<file path="config.mk">
export PLATFORM = sky130hd
export DESIGN_NAME = hazard_ctrl
export DESIGN_NICKNAME = d
export VERILOG_FILES = /design/src/rtl/hazard_pkg.sv /design/src/rtl/stall_counter.sv /design/src/rtl/hazard_ctrl.sv
export SDC_FILE = /design/constraint.sdc
export NUM_CORES = 1
export LEC_CHECK = 0
export ABC_CLOCK_PERIOD_IN_PS = 2700
export BUFFER_PORTS_ARGS = -buffer_cell sky130_fd_sc_hd__buf_2
export CORE_ASPECT_RATIO = 0.7
export CORE_UTILIZATION = 31
export DETAILED_ROUTE_END_ITERATION = 6
export HOLD_SLACK_MARGIN = 0.03
export PLACE_DENSITY = 0.59
export SETUP_SLACK_MARGIN = 0.02
export SKIP_LAST_GASP = 1
export SYNTH_ARGS = -nofsm -noshare
export SYNTH_HDL_FRONTEND = slang
export SYNTH_SLANG_ARGS = --single-unit
</file>
<file path="constraint.sdc">
create_clock -name clk -period 2.7 [get_ports clk]
set_input_delay 0.27 -clock clk [delete_from_list [all_inputs] [get_ports clk]]
set_output_delay 0.27 -clock clk [all_outputs]
set_load 0.01 [all_outputs]
</file>
<file path="src/rtl/hazard_pkg.sv">
// rtl/hazard_pkg.sv - shared opcodes, FSM states and bubble fields for hazard_ctrl
//
// Purpose: constants and types shared by hazard_ctrl and its sub-module.
// Ports: none (package).

package hazard_pkg;

  localparam logic [4:0] OP_NOP = 5'h1f;
  localparam logic [4:0] OP_LD  = 5'h08;
  localparam logic [4:0] OP_MUL = 5'h04;
  localparam logic [4:0] OP_BEQ = 5'h10;
  localparam logic [4:0] OP_ST  = 5'h09;

  typedef enum logic [1:0] {
    ST_RUN     = 2'd0,
    ST_MULBUSY = 2'd1,
    ST_FLUSH2  = 2'd2
  } state_t;

  // Instruction fields that ID/EX can be loaded with on a stall.
  typedef struct packed {
    logic [4:0] opcode;
    logic [2:0] rd;
    logic [3:0] r1;
    logic [3:0] r2;
  } fields_t;

  localparam logic [4:0] BUBBLE_OPCODE = OP_NOP;
  localparam logic [2:0] BUBBLE_RD     = 3'd0;
  localparam logic [3:0] BUBBLE_R1     = 4'd0;
  localparam logic [3:0] BUBBLE_R2     = 4'd0;

  localparam fields_t BUBBLE_FIELDS = '{
    opcode: BUBBLE_OPCODE,
    rd:     BUBBLE_RD,
    r1:     BUBBLE_R1,
    r2:     BUBBLE_R2
  };

endpackage

</file>
<file path="src/rtl/stall_counter.sv">
// rtl/stall_counter.sv - loadable 4-bit down-counter with zero flag
//
// Purpose: counts the remaining MUL stall cycles while hazard_ctrl is in MULBUSY.
// Ports:
//   clk       in  clock
//   rst       in  asynchronous active-low reset (count clears to 0)
//   load      in  load load_val this cycle (wins over dec)
//   load_val  in  value to load
//   dec       in  decrement; saturates at 0
//   cnt       out current count
//   zero      out count is 0

module stall_counter (
  input  logic       clk,
  input  logic       rst,
  input  logic       load,
  input  logic [3:0] load_val,
  input  logic       dec,
  output logic [3:0] cnt,
  output logic       zero
);

  logic [3:0] cnt_q;
  logic [3:0] cnt_d;

  always_comb begin
    cnt_d = cnt_q;
    if (load) begin
      cnt_d = load_val;
    end else if (dec && (cnt_q != 4'd0)) begin
      cnt_d = cnt_q - 4'd1;
    end
  end

  always_ff @(posedge clk or negedge rst) begin
    if (!rst) begin
      cnt_q <= 4'd0;
    end else begin
      cnt_q <= cnt_d;
    end
  end

  assign cnt  = cnt_q;
  assign zero = (cnt_q == 4'd0);

endmodule

</file>
<file path="src/rtl/hazard_ctrl.sv">
// rtl/hazard_ctrl.sv - load-use / MUL-occupancy / branch-flush hazard controller
//
// Purpose: drives the stall/flush controls of the ID/EX pipeline register and the
// PC / IF-ID hold strobes. All outputs are combinational (zero-cycle latency).
// Ports:
//   clk, rst                       clock, asynchronous active-low reset
//   IFID_OPCODE/R1_ADDR/R2_ADDR    instruction in IF/ID
//   IDEX_OPCODE/RD_ADDR/R1/R2_ADDR instruction in ID/EX
//   BRANCH_TAKEN                   EX branch outcome (meaningful only for BEQ)
//   STALL, FLUSH                   ID/EX loads STALL_* fields / loads a NOP
//   PC_HOLD, IFID_HOLD             PC and IF/ID keep their values
//   STALL_OPCODE/RD/R1/R2_ADDR     replay or bubble fields for ID/EX

module hazard_ctrl
  import hazard_pkg::*;
#(
  parameter int MUL_CYCLES = 3
) (
  input  logic       clk,
  input  logic       rst,
  input  logic [4:0] IFID_OPCODE,
  input  logic [3:0] IFID_R1_ADDR,
  input  logic [3:0] IFID_R2_ADDR,
  input  logic [4:0] IDEX_OPCODE,
  input  logic [2:0] IDEX_RD_ADDR,
  input  logic [3:0] IDEX_R1_ADDR,
  input  logic [3:0] IDEX_R2_ADDR,
  input  logic       BRANCH_TAKEN,
  output logic       STALL,
  output logic       FLUSH,
  output logic       PC_HOLD,
  output logic       IFID_HOLD,
  output logic [4:0] STALL_OPCODE,
  output logic [2:0] STALL_RD_ADDR,
  output logic [3:0] STALL_R1_ADDR,
  output logic [3:0] STALL_R2_ADDR
);

  // The detect cycle in RUN is the first stall, so MULBUSY needs MUL_CYCLES-2 more.
  localparam logic [3:0] MUL_LOAD = (MUL_CYCLES > 1) ? 4'(MUL_CYCLES - 2) : 4'd0;

  state_t  state_q, state_d;
  fields_t cap_q, cap_d;

  logic    cnt_load, cnt_dec, cnt_zero;
  logic [3:0] cnt;

  logic    stall_c, flush_c, hold_c;
  fields_t out_c;
  fields_t idex_fields;

  logic    branch_hit, mul_hit, load_use_hit;

  assign idex_fields = '{
    opcode: IDEX_OPCODE,
    rd:     IDEX_RD_ADDR,
    r1:     IDEX_R1_ADDR,
    r2:     IDEX_R2_ADDR
  };

  assign branch_hit = BRANCH_TAKEN && (IDEX_OPCODE == OP_BEQ);
  assign mul_hit    = (IDEX_OPCODE == OP_MUL) && (MUL_CYCLES > 1);

  // A NOP in IF/ID carries no meaningful r2, so only r1 is compared then.
  assign load_use_hit = (IDEX_OPCODE == OP_LD) && (IDEX_RD_ADDR != 3'd0) &&
                        (({1'b0, IDEX_RD_ADDR} == IFID_R1_ADDR) ||
                         ((IFID_OPCODE != OP_NOP) && ({1'b0, IDEX_RD_ADDR} == IFID_R2_ADDR)));

  stall_counter u_stall_counter (
    .clk      (clk),
    .rst      (rst),
    .load     (cnt_load),
    .load_val (MUL_LOAD),
    .dec      (cnt_dec),
    .cnt      (cnt),
    .zero     (cnt_zero)
  );

  always_comb begin
    state_d  = state_q;
    cap_d    = cap_q;
    cnt_load = 1'b0;
    cnt_dec  = 1'b0;
    stall_c  = 1'b0;
    flush_c  = 1'b0;
    hold_c   = 1'b0;
    out_c    = BUBBLE_FIELDS;

    case (state_q)
      ST_RUN: begin
        if (branch_hit) begin
          flush_c = 1'b1;
          state_d = ST_FLUSH2;
        end else if (mul_hit) begin
          stall_c  = 1'b1;
          hold_c   = 1'b1;
          out_c    = idex_fields;
          cap_d    = idex_fields;
          cnt_load = 1'b1;
          state_d  = ST_MULBUSY;
        end else if (load_use_hit) begin
          stall_c = 1'b1;
          hold_c  = 1'b1;
        end
      end
      ST_MULBUSY: begin
        if (!cnt_zero) begin
          stall_c = 1'b1;
          hold_c  = 1'b1;
          out_c   = cap_q;
          cnt_dec = 1'b1;
        end else begin
          state_d = ST_RUN;
        end
      end
      ST_FLUSH2: begin
        flush_c = 1'b1;
        state_d = ST_RUN;
      end
      default: begin
        state_d = ST_RUN;
      end
    endcase
  end

  always_ff @(posedge clk or negedge rst) begin
    if (!rst) begin
      state_q <= ST_RUN;
      cap_q   <= BUBBLE_FIELDS;
    end else begin
      state_q <= state_d;
      cap_q   <= cap_d;
    end
  end

  // Outputs are forced to their idle values while reset is held, independent of inputs.
  assign STALL         = rst & stall_c;
  assign FLUSH         = rst & flush_c;
  assign PC_HOLD       = rst & hold_c;
  assign IFID_HOLD     = rst & hold_c;
  assign STALL_OPCODE  = rst ? out_c.opcode : BUBBLE_OPCODE;
  assign STALL_RD_ADDR = rst ? out_c.rd     : BUBBLE_RD;
  assign STALL_R1_ADDR = rst ? out_c.r1     : BUBBLE_R1;
  assign STALL_R2_ADDR = rst ? out_c.r2     : BUBBLE_R2;

endmodule

</file>
Word level (Yosys, flattened, before mapping)
Cells that the tools add are included.
{"block": "totals", "latch_bits": 0, "reg_bits": 22, "elab_cells": 58, "output_inout_bits": 20, "rom_bits": 0, "input_bits": 32, "n_memories": 0, "ramBits": 0}
{"block": "classes", "mux": 25, "n_lt_le_gt_ge": 0, "n_mul": 0, "div": 0, "eq_ne": 10, "n_addsub": 1, "n_bitwise": 3, "n_shift": 0, "reduce_logical": 13}
{"operator": "16-bit 2-to-1 mux", "n": 3}
{"operator": "16-bit case mux with 2 select lines", "n": 1}
{"operator": "4-bit 2-to-1 mux", "n": 4}
{"operator": "1-bit 2-to-1 mux", "n": 9}
{"operator": "3-bit by 4-bit == test with 1-bit output", "n": 2}
{"operator": "2-bit 2-to-1 mux", "n": 3}
{"operator": "5-bit by 3-bit == test with 1-bit output, second input constant", "n": 1}
{"operator": "5-bit by 4-bit == test with 1-bit output, second input constant", "n": 1}
{"operator": "5-bit == test, second input constant", "n": 1}
{"operator": "1-bit logical AND", "n": 5}
{"operator": "5-bit 2-to-1 mux", "n": 1}
{"operator": "5-bit inequality test, second input constant", "n": 1}
{"operator": "4-bit zero test", "n": 1}
{"operator": "1-bit case mux with 2 select lines", "n": 2}
{"operator": "2-bit case mux with 2 select lines", "n": 1}
{"operator": "4-bit nonzero test", "n": 1}
{"operator": "4-bit by 1-bit subtractor with 4-bit output, second input constant", "n": 1}
{"operator": "3-bit 2-to-1 mux", "n": 1}
{"operator": "3-bit inequality test, second input constant", "n": 1}
{"operator": "3-bit AND reduction", "n": 1}
{"operator": "3-bit nonzero test", "n": 1}
{"operator": "1-bit AND", "n": 2}
{"operator": "2-bit by 1-bit == test with 1-bit output, second input constant", "n": 1}
{"operator": "2-bit == test, second input constant", "n": 1}
{"operator": "other kinds (6)", "n": 6}

Depth between registers and ports, before layout
Gate-level depths: netlist of run 1.
{"block": "depth", "ltp_word": 9, "depth_mapped": 7, "mapped_depth_nobuf": 6}

By module
From an unflattened synthesis of run 1, not the netlist that was laid out.
{"block": "hier_totals", "cells_unflattened": 135, "hier_area_um2": 1318.8}
{"mod": "hazard_ctrl", "cells_per_inst": 108, "instances": 1, "seq_area_each_um2": 456.7, "area_per_inst_um2": 1066.0}
{"mod": "stall_counter", "cells_per_inst": 27, "instances": 1, "seq_area_each_um2": 100.1, "area_per_inst_um2": 252.7}

Least setup slack after synthesis of run 1
Ideal clock, no wire load.
{"block": "synth_path", "path_type": "register to output", "start": "register u_stall_counter.cnt_q[0], in the netlist u_stall_counter.cnt[0]", "end": "output port PC_HOLD", "setup_slack_ps": 839, "path_stages_with_launch": 8, "required_ps": 2430, "path_buffers": 1, "arrival_ps": 1591, "cell_sequence": "dfrtp_1 > inv_1 > ha_1 > nor3b_4 > o2bb2ai_1 > a211oi_1 > nor3_1 > buf_4"}
{"block": "synth_between", "elab_chain_cells": 4}
{"item": "start: declaration", "line": "stall_counter.sv:23", "text": "logic [3:0] cnt_q;"}
{"item": "start signal: assignment", "line": "stall_counter.sv:39", "text": "cnt_q <= cnt_d;"}
{"item": "4-bit zero test", "line": "stall_counter.sv:44", "text": "assign zero = (cnt_q == 4'd0);"}
{"item": "1-bit 2-to-1 mux", "line": "hazard_ctrl.sv:107", "text": "if (!cnt_zero) begin"}
{"item": "1-bit case mux with 2 select lines", "line": "hazard_ctrl.sv:89", "text": "case (state_q)"}
{"item": "1-bit AND"}
{"item": "end: declaration", "line": "hazard_ctrl.sv:31", "text": "output logic PC_HOLD,"}
Every way passes these cells.

Worst setup path after layout of run 1
{"block": "layout_path", "start": "register u_stall_counter.cnt_q[0], in the netlist u_stall_counter.cnt[0]", "end": "output port PC_HOLD"}
{"block": "layout_between", "elab_chain_cells": 4}
{"item": "4-bit zero test", "line": "stall_counter.sv:44"}
{"item": "1-bit 2-to-1 mux", "line": "hazard_ctrl.sv:107"}
{"item": "1-bit case mux with 2 select lines", "line": "hazard_ctrl.sv:89"}
{"item": "1-bit AND", "line": "hazard_ctrl.sv:139", "text": "assign PC_HOLD = rst & hold_c;"}
Every way passes these cells.

==> results of run 1 <==
-- power groups by stage --
stage | registers (W) | logic, W | clock network (W)
after detailed placement | 0.000509 | 0.000436 | 0
after floorplan | 0.000499 | 0.000316 | 0
final | 0.000505 | 0.000431 | 0.000234
after CTS | 0.000506 | 0.000438 | 0.000243
after global placement | 0.000513 | 0.000434 | 0
after global routing | 0.000520 | 0.000506 | 0.000259
-- placed cells by master (no fill, tap or decap), drive strengths merged, types with 3 or more instances in the layout --
cell / synthesis / final
nor2: 5 / 5
clkbuf: 3 / 4
nand2: 51 / 51
nand2b: 3 / 3
dfstp: 5 / 5
and2: 5 / 5
buf: 4 / 54
nor3b: 3 / 3
dfrtp: 17 / 17
a21oi: 13 / 13
nor3: 3 / 3
o21ai: 5 / 5
xor2: 6 / 6
-- state kept, by name, summed over array words and instances, names as in the netlist --
| signal | count |
|---|---|
| state_q | 2 |
| cap_q | 16 |
| u_stall_counter.cnt | 4 |
-- how the worst max path moves through the flow --
stage	cells past startpoint	from	slack [ps]	end
after floorplan	7	u_stall_counter.cnt[0]$_DFFE_PN0P_	840	PC_HOLD
after global placement	6	IDEX_OPCODE[3]	870	STALL_RD_ADDR[0]
after detailed placement	6	IDEX_OPCODE[3]	860	STALL_RD_ADDR[0]
after CTS	7	u_stall_counter.cnt[0]$_DFFE_PN0P_	600	PC_HOLD
after global routing	7	u_stall_counter.cnt[0]$_DFFE_PN0P_	360	PC_HOLD
final	7	u_stall_counter.cnt[0]$_DFFE_PN0P_	640	PC_HOLD
-- area by class of cell --
type,count,area share
clock buffer,4,0.03481
tap,50,0.03956
inverter,2,0.004747
timing repair buffer,55,0.1820
multi-input combinational,112,0.3869
sequential,22,0.3521
-- cells in the mapped netlist --
cell       instances
buf_4              3
o31a_1             1
a21oi_2            1
dfstp_2            5
nor3b_1            2
and2_2             1
buf_6              1
nand2_1           51
o21ai_0            5
nand2b_1           2
nand3_1            1
inv_1              2
ha_1               1
xnor2_1            2
nor3_1             2
a211oi_1           2
nor4b_2            1
dfrtp_1           17
and3_1             2
nor2_1             5
a31oi_1            1
and2_1             4
nand2b_4           1
xor2_1             6
nor4_1             2
a21oi_1           12
o2bb2ai_1          1
or2_4              1
nand3b_1           1
nor3_2             1
clkbuf_1           3
or3_1              2
nor3b_4            1
-- through the flow --
step / hold slack, ps / instance area [um^2] / util
after floorplan: -25.59 / 1221 / -
after global placement: 301.0 / 1516 / 0.4156
after detailed placement: 303.8 / 1516 / 0.4156
after CTS: 209.9 / 1582 / 0.4335
after global routing: 222.8 / 1582 / 0.4335
final: 216.2 / 1582 / 0.4335
-- layer usage --
layer  vias up  GRT usage  wire (um)
met5         -          0          0
met4         0    0.02830          0
met3         0    0.05000        145
met2        25     0.2351       1124
met1       488     0.2130       1417
li1        576          -          -
-- cells by family (layout without fill, tap and decap cells) --
family / count (synthesis) / count (layout) / synth area share
AND/OR/NAND/NOR: 80 / 80 / 0.3248
AO/OA/AOI/OAI: 23 / 23 / 0.1086
flip-flops: 22 / 22 / 0.4559
buffers and inverters: 9 / 61 / 0.04303
XOR/XNOR: 8 / 8 / 0.05738
adder cells (fa/ha/maj): 1 / 1 / 0.01024
-- critical path, cell delays in order, from the launching register on --
cell and delay (ps):
dfrtp_1 380, inv_1 50, ha_1 200, nor3b_4 160
o2bb2ai_1 230, a211oi_1 80, nor3_1 250, buf_2 180
==> summary.md, run 1 <==
| Metric | Value |
|---|---|
| Syn Area/Cell | `8.540 um^2` |
| Post-Synthesis Cells | `about 140` |
| Fill cell count | `382` |
| Status | `completed` |
| Distinct cells, synth | `33` |
| Yosys top cell by area | `dfrtp_1` |
| Final Hold Vio Count | `0` |
| Site Rows | `18` |
| Cell-internal power | `0.0007657 W` |
| Mapped Nets | `between 150 and 200` |
| DIE AREA | `around 4200 um^2` |
| DR iter-0 viols | `51` |
| Slew margin rel. | `0.6493` |
| Minimum clock period | `2064 ps` |
| Clk_skew | `0.9450 ps` |
| DRC | `0` |
| Crit path DAT | `1790 ps` |
| Ranking of synthesized cells by area | `dfrtp_1 35%, nand2_1 16%, dfstp_2 11%` |
| Vias in the first global route | `1012` |
| Die Span Y | `54.51 um` |
| Gr ovfl total | `0` |
| Achievable clock frequency | `0.4845 GHz` |
| Final cycle utilization of the critical path | `0.7644` |
| Layout area overhead | `29.51%` |
| Layout cells sized above 1 | `0.3590` |
| Clock buffer depth | `2` |
| Clock power frac | `0.200` |
| Clock Root Buffer | `clkbuf_8` |
| Area occupied by multi-input gates | `about 610 um^2` |
| Maximum vdd drop | `0.3255 mV` |
| Power Density | `roughly 740 nW/um^2` |
| N_diodes | `0` |
| Dpl ws | `863.1 ps` |
| Yosys top cell area share | `0.3484` |
| Clock Sinks | `22` |
| Slew Viols, Final | `0` |
| Startpoint types | `register` |
| Pwr Total | `~0.0012 W` |
| Setup TNS | `0 ps` |
| Num CTS Buffers | `3` |
| CTS tree | `yes` |
| Placer Congestion | `slightly below 0.7` |
| Switching share of total power | `0.3458` |
| Comb pwr share | `0.368` |
| Reg clk slew, reported paths | `about 80 ps` |
| Worst min path class | `in -> reg` |
| Clock latency on the worst-skew pair | `260 ps` |
| Worst hold stages | `3` |
| Wire length per cell | `10.97 um` |
| WP data required | `2430 ps` |
| Vias | `1089` |
| Total wire length | `2687 um` |
| Worst-margin pin slew | `around 530 ps` |
| Worst R2R Path Depth | `6` |
| Routed Antenna Nets | `0` |
| Reg2Reg Setup Slack | `1090 ps` |
| # setup viols final | `0` |
| Worst Min Path Start | `IDEX_R2_ADDR[0]` |
| Non-filler cells, final | `~250` |
| Placed Cells incl. Taps | `240` |
| Post-CTS setup buffers | `0` |
| Pleak | `0.7918 nW` |
| Maxcap violations | `0` |
| NetSw | `0.0004048 W` |
| Port Buffers | `51` |
| Flop pwr share | `0.432` |
| Maximum fanout along the worst path | `4` |
| Drt pass-1 iters | `4` |
| Post-DP HPWL | `between 1500 and 2000 um` |
| Seq. cell area | `between 500 and 600 um^2` |
| Initial core utilization | `0.3347` |
| Final worst slack | `approximately 640 ps` |
| Worst flop-to-flop path endpoint | `u_stall_counter.cnt[3]$_DFFE_PN0P_` |
| Via density | `4.445` |
| Sequential area share after synthesis | `0.4559` |
| Die W | `77.02 um` |
| Hold buffers post-CTS | `1` |
| Core ar. | `roughly 3600 um^2` |
| Unrepaired setup endpoints after global routing | `no` |
| First-pass GRT wire length | `4878 um` |
| Post-cts resize count | `0` |
| GRT Util Overall | `0.1531` |
| Mapped Area | `1221 um^2` |
| FF+latch count, synth | `22` |
| Reg-to-Reg Start | `u_stall_counter.cnt[0]$_DFFE_PN0P_` |
| Crit. End Element | `output port` |
| WS Path Type | `reg -> out` |
| Largest net degree at the start of global routing | `29` |
| Net count, final | `229` |
| Hold EP | `cap_q[0]$_DFFE_PN0P_` |
| Yosys warnings | `0` |
| # IOs | `52` |
| Initial antenna violation count | `0` |
| H-tree levels | `1` |
Note: power is estimated with default switching activity, not from simulation.
==> inputs of run 2 (changes only) <==
--- a/config.mk
+++ b/config.mk
@@ -5,13 +5,13 @@
 export SDC_FILE = /design/constraint.sdc
 export NUM_CORES = 1
 export LEC_CHECK = 0
-export ABC_CLOCK_PERIOD_IN_PS = 2700
+export ABC_CLOCK_PERIOD_IN_PS = 1850
 export BUFFER_PORTS_ARGS = -buffer_cell sky130_fd_sc_hd__buf_2
 export CORE_ASPECT_RATIO = 0.7
 export CORE_UTILIZATION = 31
 export DETAILED_ROUTE_END_ITERATION = 6
 export HOLD_SLACK_MARGIN = 0.03
-export PLACE_DENSITY = 0.59
+export PLACE_DENSITY = 0.61
 export SETUP_SLACK_MARGIN = 0.02
 export SKIP_LAST_GASP = 1
 export SYNTH_ARGS = -nofsm -noshare
==> constraint.sdc (replaced) <==
create_clock -name clk -period 1.85 [get_ports clk]
set_input_delay 0.185 -clock clk [delete_from_list [all_inputs] [get_ports clk]]
set_output_delay 0.185 -clock clk [all_outputs]
set_load 0.01 [all_outputs]
==> run 2 against run 1 <==
Effect of this change: die area stayed put; the run now ends with negative setup slack left; clock power is 44% higher; clock skew is 0.54 ps higher; global-route usage is 1.4 points higher; first-iteration DRC count is 51% higher; largest cell class unchanged; critical path type unchanged; final cell count is 5.7% higher; critical path depth stayed put; register-to-register slack worse by 890 ps; power is 84% higher.
==> summary.md, run 2 (synthesis results as in run 1) <==
| Metric | Value |
|---|---|
| Status | `finished, violations left` |
| Violations in the final reports | `negative setup slack` |
| Clock buffer depth | `2 (unchanged)` |
| Initial core utilization | `0.3347 (unchanged)` |
| Largest register FFs | `16 (unchanged)` |
| Vias in the first global route | `1204 (+19%)` |
| Largest net degree at the start of global routing | `18 (-38%)` |
| Net count, final | `243 (+6.1%)` |
| Achievable clock frequency | `between 0.5 and 0.6 GHz` |
| Met3 usage | `0.04000 (-0.01000)` |
| Worst Setup SP | `u_stall_counter.cnt[0]$_DFFE_PN0P_` |
| Minimum clock period | `1917 ps` |
| Most frequent cells in the layout | `51 x buf_2, 37 x nand2_1, 16 x dfrtp_1` |
| Pleak | `0.9398 nW (+19%)` |
| Vias | `1211 (+11%)` |
| H-tree levels | `1 (unchanged)` |
| Pwr Total | `0.002158 W (+84%)` |
| WP data required | `1660 ps (-770 ps)` |
| Non-filler cells, final | `259 (+5.7%)` |
| Final cycle utilization of the critical path | `1.036` |
| Routed Antenna Nets | `0 (unchanged)` |
| Worst Min Path Start | `IDEX_R2_ADDR[0]` |
| DR iter-0 viols | `77 (+51%)` |
| Clock latency on the worst-skew pair | `260 ps (about the same)` |
| Clock Root Buffer | `clkbuf_8` |
| # IOs | `52 (unchanged)` |
| Wire length per cell | `12.82 um (+17%)` |
| GRT Util Overall | `0.1667 (+0.01358)` |
| Crit. End Element | `output port` |
| Port Buffers | `51 (unchanged)` |
| Die Span Y | `54.51 um (unchanged)` |
| Placer Congestion | `0.7462 (+8.9%)` |
| Final Core Density | `0.5134 (+0.07990)` |
| Gr ovfl total | `0 (unchanged)` |
| Reg-to-Reg Start | `u_stall_counter.cnt[0]$_DFFE_PN0P_` |
| Site Rows | `18 (unchanged)` |
| CTS tree | `yes` |
| # setup viols final | `12 (+12)` |
| Startpoint types | `register` |
| Crit path DAT | `1730 ps (-60 ps)` |
| Worst-margin pin slew | `687.9 ps (+161.8 ps)` |
| Core ar. | `3649 um^2 (unchanged)` |
| Reg clk slew, reported paths | `80 ps (about the same)` |
| WS Path Type | `reg -> out` |
| Final worst slack | `-66.62 ps (-702.8 ps)` |
| Maxcap violations | `0 (unchanged)` |
| Commonest non-fill, non-tap cell in the layout | `buf_2` |
| First-pass GRT wire length | `5326 um (+9.2%)` |
| Dpl ws | `95.90 ps (-767.2 ps)` |
| Placed Cells incl. Taps | `243 (+1.3%)` |
| GR Util met1 | `0.2072 (-0.005868)` |
| Met2 usage in global routing | `0.2991 (+0.06399)` |
| Layout area overhead | `53.38%` |
| Worst min path class | `in -> reg` |
| Slew margin rel. | `0.5402 (-0.1091)` |
| Final Hold Vio Count | `0 (unchanged)` |
| Via density | `4.676 (+5.2%)` |
| Initial antenna violation count | `0 (unchanged)` |
| Total wire length | `3320 um (+24%)` |
| N_diodes | `0 (unchanged)` |
| Clock Sinks | `22 (unchanged)` |
| Clk_skew | `1.483 ps (+0.5383 ps)` |
| Unrepaired setup endpoints after global routing | `yes` |
| WHS | `148.2 ps (-68.01 ps)` |
| Largest Register | `cap_q` |
| Power Density | `1152 nW/um^2 (+56%)` |
| Drt pass-1 iters | `4 (unchanged)` |
| DIE AREA | `4198 um^2 (unchanged)` |
| Layout cells sized above 1 | `0.5789 (+0.2200)` |
| Most used routing layer | `met2` |
| Maximum vdd drop | `0.4565 mV (+40%)` |
| Maximum fanout along the worst path | `4 (unchanged)` |
| Num CTS Buffers | `3 (unchanged)` |
| Slew Viols, Final | `0 (unchanged)` |
| Post-DP HPWL | `2155 um (+8.5%)` |
| DRC | `0 (unchanged)` |
| Die W | `77.02 um (unchanged)` |
-- run 2: changes by cell type in the layout (fill, tap and decap cells not counted), sizes merged --
cell / previous run / this run
and2: 5 / 6
buf: 54 / 67
-- run 2: repair_timing --
action | in CTS | in global routing
hold buffers | 1 | 0
setup endpoints to repair | 18 | 19
pin swaps | 3 | 26
cloned | 1 | 1
gates resized for setup | 14 | 43
buffers inserted | 6 | 3
endpoints found under the hold margin | 17 | 0
-- run 2: worst max-delay path, stage by stage, from the launching register on --
cell and delay (ps):
dfrtp_1 390, inv_2 80, ha_4 130, nor3b_4 320
o2bb2ai_4 110, a211oi_2 230, nor3_2 80, buf_2 140
-- run 2: area by class of cell --
cell class,count,area (um^2)
timing repair buffer,68,396.6
multi-input combinational,113,793.3
clock buffer,4,55.05
sequential,22,558.0
inverter,2,7.507
tap,50,62.56
fill,375,1775
-- run 2: path summary, 6_finish.rpt --
path	to	slack, ps	depth (start not counted)
setup / recovery	PC_HOLD	-70	7
hold / removal	cap_q[0]$_DFFE_PN0P_	150	3
setup reg to reg	u_stall_counter.cnt[1]$_DFFE_PN0P_	200	7
hold reg to reg	cap_q[9]$_DFFE_PN0P_	490	2
max in group asynchronous	cap_q[14]$_DFFE_PN1P_	1180	3
min in group asynchronous	state_q[1]$_DFFE_PN0P_	420	3
-- run 2: through the flow --
step	instance area (um^2)	setup TNS [ps]
after detailed placement	1539	0
after floorplan	1221	0
after CTS	1710	0
after global placement	1539	0
final	1873	-325.4
after global routing	1873	-1956
-- run 2: per-layer routing --
metal | share of wire | vias to the layer above
met2 | 0.49 | 23
met4 | 0.0021 | 0
li1 | - | 608
met1 | 0.48 | 578
met3 | 0.032 | 2
met5 | 0 | -
-- run 2: report_power, final --
group	internal, W	total [W]	switching [W]	leakage, nW
Sequential	0.000637	0.000768	0.000131	0.267
Clock	0.000189	0.000338	0.000148	0.0288
Combinational	0.000525	0.00105	0.000527	0.644
Total	0.00135	0.00216	0.000806	0.940
==> inputs of run 3 (changes only) <==
--- a/config.mk
+++ b/config.mk
@@ -5,13 +5,14 @@
 export SDC_FILE = /design/constraint.sdc
 export NUM_CORES = 1
 export LEC_CHECK = 0
+export ABC_AREA = 1
 export ABC_CLOCK_PERIOD_IN_PS = 1850
 export BUFFER_PORTS_ARGS = -buffer_cell sky130_fd_sc_hd__buf_2
 export CORE_ASPECT_RATIO = 0.7
-export CORE_UTILIZATION = 31
+export CORE_UTILIZATION = 40
 export DETAILED_ROUTE_END_ITERATION = 6
 export HOLD_SLACK_MARGIN = 0.03
-export PLACE_DENSITY = 0.61
+export PLACE_DENSITY = 0.74
 export SETUP_SLACK_MARGIN = 0.02
 export SKIP_LAST_GASP = 1
 export SYNTH_ARGS = -nofsm -noshare
==> constraint.sdc (replaced) <==
create_clock -name clk -period 1.85 [get_ports clk]
set_input_delay 0.555 -clock clk [delete_from_list [all_inputs] [get_ports clk]]
set_output_delay 0.555 -clock clk [all_outputs]
set_load 0.01 [all_outputs]
==> run 3 against run 2 <==
Effect of this change: the run still ends with negative setup slack left; die area decreased by 20%; global-route usage increased by 4.6 points; critical path depth increased by 1.
==> summary.md, run 3 <==
| Metric | Value |
|---|---|
| Compound-gate portion of the synthesized area | `0.09751 (-0.01109)` |
| WS Path Type | `in -> out` |
| Reg-to-Reg Start | `u_stall_counter.cnt[0]$_DFFE_PN0P_` |
| Routed Antenna Nets | `0 (unchanged)` |
| Main combinational cell family by area after synthesis | `simple AND/OR/NAND/NOR gates` |
| GRT Util Overall | `0.2125 (+0.04579)` |
| Die W | `69.02 um (-10%)` |
| CTS tree | `yes` |
| Maximum vdd drop | `0.4606 mV (+0.89%)` |
| Layout cells sized above 1 | `0.5057 (-0.07324)` |
| Vias in the first global route | `1389 (+15%)` |
| Simple-gate share of the synthesized area | `0.3294 (+0.004558)` |
| N_diodes | `0 (unchanged)` |
| Sequential area share after synthesis | `0.4428 (-0.01316)` |
| # IOs | `52 (unchanged)` |
| Die Span Y | `48.91 um (-10%)` |
| Flop pwr share | `0.362 (+0.006)` |
| Async SR Flop Fraction | `1.000 (unchanged)` |
| Crit path DAT | `1570 ps (-160 ps)` |
| Switching share of total power | `0.3432 (-0.03024)` |
| Minimum clock period | `2122 ps (+205.6 ps)` |
| Fill cell count | `222 (-41%)` |
| Initial antenna violation count | `0 (unchanged)` |
| Maxcap violations | `0 (unchanged)` |
| Slew Viols, Final | `0 (unchanged)` |
| Port Buffers | `51 (unchanged)` |
| Initial core utilization | `0.4362 (+0.1015)` |
| Yosys top cell by area | `dfrtp_1` |
| Post-synthesis mux area share | `0 (unchanged)` |
| # setup viols final | `20 (+8)` |
| Site Rows | `16 (-2)` |
| FF+latch count, synth | `22 (unchanged)` |
| Clock Root Buffer | `clkbuf_8` |
| Wire length per cell | `11.75 um (-8.4%)` |
| Num CTS Buffers | `3 (unchanged)` |
| Yosys top cell area share | `0.3383 (-0.01005)` |
| DRC | `0 (unchanged)` |
| DIE AREA | `3376 um^2 (-20%)` |
| Pleak | `1.141 nW (+21%)` |
| Commonest non-fill, non-tap cell in the layout | `nand2_1` |
| Final cycle utilization of the critical path | `1.147 (+0.1111)` |
| Drt pass-1 iters | `4 (unchanged)` |
| Clock latency on the worst-skew pair | `260 ps (about the same)` |
| Power Density | `985.4 nW/um^2 (-14%)` |
| Violations in the final reports | `negative setup slack` |
| Pwr Total | `0.002040 W (-5.4%)` |
| Placer Congestion | `0.8233 (+10%)` |
| Syn Area/Cell | `7.025 um^2 (-18%)` |
| Largest register FFs | `16 (unchanged)` |
| Slew margin rel. | `0.8166 (+0.2765)` |
| NetSw | `0.0007002 W (-13%)` |
| Post-synth EDFFs | `0 (unchanged)` |
| Mapped Nets | `212 (+20%)` |
| Adder-Cell Fraction of Synth Area | `0.009950 (-0.0002957)` |
| H-tree levels | `1 (unchanged)` |
| Count leader, synth | `nand2_1` |
| Yosys warnings | `0 (unchanged)` |
| Total wire length | `3512 um (+5.8%)` |
| Worst Setup SP | `IDEX_OPCODE[1]` |
| Comb pwr share | `0.421 (-0.066)` |
| Maximum fanout along the worst path | `5 (+1)` |
| First-pass GRT wire length | `5802 um (+8.9%)` |
| Most frequent cells in the layout | `61 x nand2_1, 49 x buf_2, 31 x buf_4` |
| Clock power frac | `0.218 (+0.061)` |
| Post-Synth XOR/XNOR Area | `0 (-0.05738)` |
| Clk_skew | `1.715 ps (+0.2316 ps)` |
| CP max stage delay | `200 ps (-190 ps)` |
| WP data required | `1290 ps (-370 ps)` |
| Worst-margin pin slew | `275.0 ps (-412.9 ps)` |
| Final Hold Vio Count | `0 (unchanged)` |
| Worst min path class | `in -> async` |
| Post-synth top cells | `68 x nand2_1, 22 x inv_1, 19 x nor2_1` |
| Vias | `1391 (+15%)` |
| Net count, final | `297 (+22%)` |
| Gr ovfl total | `0 (unchanged)` |
| Slowest cell on the critical path | `nor2_4` |
| Mapped Area | `1257 um^2 (+3.0%)` |
| Largest net degree at the start of global routing | `23 (+5)` |
| Reg clk slew, reported paths | `80 ps (about the same)` |
| Startpoint types | `primary input` |
| Core ar. | `2883 um^2 (-21%)` |
| Cell area after layout | `2071 um^2 (+11%)` |
| Clock buffer depth | `2 (unchanged)` |
| Status | `finished, violations left` |
| Layout area overhead | `64.68%` |
| Clock Sinks | `22 (unchanged)` |
| Top FF cell, synth | `dfrtp_1` |
| Cell-internal power | `0.001340 W (-0.87%)` |
| Final worst slack | `-272.2 ps (-205.6 ps)` |
| Crit. End Element | `output port` |
| Achievable clock frequency | `0.4712 GHz (-9.7%)` |
| Crit-path cells | `buf_6, nor2_4, nand4_2, nor2_4, buf_6, nand2_4, a21oi_2, buf_2` |
| Ranking of synthesized cells by area | `dfrtp_1 34%, nand2_1 20%, dfstp_2 10%` |
| DR iter-0 viols | `57 (-26%)` |
| DP Area | `1775 um^2 (+15%)` |
| Unrepaired setup endpoints after global routing | `yes` |
| Post-DP HPWL | `2301 um (+6.8%)` |
| Distinct cells, synth | `23 (-30%)` |
| Largest Register | `cap_q` |
| Post-Synthesis Cells | `179 (+25%)` |
| Via density | `4.652 (-0.50%)` |
-- run 3: cell count changes in the layout (fill, tap and decap cells not counted), moves of 4 or more --
cell / before / now
a21oi_1: 1 / 5
a21oi_2: 12 / 8
and2_1: 4 / 0
buf_4: 14 / 31
inv_1: 0 / 17
inv_2: 2 / 7
nand2_1: 37 / 61
nand2_2: 9 / 1
nand3_1: 1 / 7
nor2_1: 4 / 15
xor2_1: 6 / 0
-- run 3: worst paths after layout --
| kind | endpoint | slack (ps) | cells after the start |
|---|---|---|---|
| max in group asynchronous | cap_q[13]$_DFFE_PN1P_ | 1190 | 3 |
| min in group clk | cap_q[14]$_DFFE_PN1P_ | 460 | 2 |
| max | STALL_R2_ADDR[1] | -270 | 8 |
| min reg2reg | cap_q[14]$_DFFE_PN1P_ | 460 | 2 |
| min | cap_q[7]$_DFFE_PN0P_ | 380 | 3 |
| max reg2reg | u_stall_counter.cnt[3]$_DFFE_PN0P_ | 440 | 10 |
-- run 3: cells by family (layout without fill, tap and decap cells) --
kind of cell	after synthesis	after routing
AOI/OAI and AO/OA	23	23
adders and majority gates	1	1
buffers and inverters	32	116
DFF	22	22
and+or+nand+nor	101	101
-- run 3: final cells by class --
cell class	instances	area, um^2	area share
sequential	22	556.8	0.2689
timing repair buffer	87	583.1	0.2816
clock buffer	3	41.29	0.01994
tap	36	45.04	0.02175
inverter	25	106.4	0.05136
multi-input combinational	125	708.2	0.3420
clock inverter	1	30.03	0.01450
-- run 3: power groups by stage --
stage                     sequential (W)  combinational (W)  clock, W
after global routing            0.000756           0.000949  0.000476
after floorplan                 0.000713           0.000397         0
after global placement          0.000727           0.000590         0
after CTS                       0.000727           0.000705  0.000450
final                           0.000738           0.000859  0.000444
after detailed placement        0.000731           0.000609         0
-- run 3: per-layer routing --
| layer | vias up | share of wire | global-route usage |
|---|---|---|---|
| met5 | - | 0 | 0 |
| met2 | 49 | 0.49 | 0.3738 |
| met4 | 0 | 0.010 | 0.04422 |
| li1 | 719 | - | - |
| met1 | 619 | 0.45 | 0.2664 |
| met3 | 4 | 0.051 | 0.05165 |
-- run 3: worst max-delay path: cells and delay by family --
family,cells,cell delay [ps]
compound gates,1,120
buf+inv,3,420
simple gates,4,460
-- run 3: per-stage QoR --
step / worst slack (ps) / setup TNS (ps) / util / instances / hold WS [ps]
3_3_place_gp: -296.4 / -4791 / 0.6159 / 285 / 448.0
3_5_place_dp: -310.4 / -5084 / 0.6159 / 285 / 446.1
6_report: -272.2 / -4613 / 0.7183 / 299 / 378.3
2_1_floorplan: -132.9 / -1011 / - / 179 / 259.4
5_1_grt: -347.3 / -6168 / 0.7183 / 299 / 404.4
4_1_cts: -261.0 / -4536 / 0.6819 / 294 / 385.5
-- run 3: repair_timing --
| item | 4_1_cts | 5_1_grt |
|---|---|---|
| hold buffers | 0 | 0 |
| gates resized for setup | 22 | 19 |
| endpoints found under the hold margin | 0 | 0 |
| setup buffers | 5 | 5 |
| endpoints found under the setup margin | 20 | 20 |
| pin swaps | 6 | 14 |
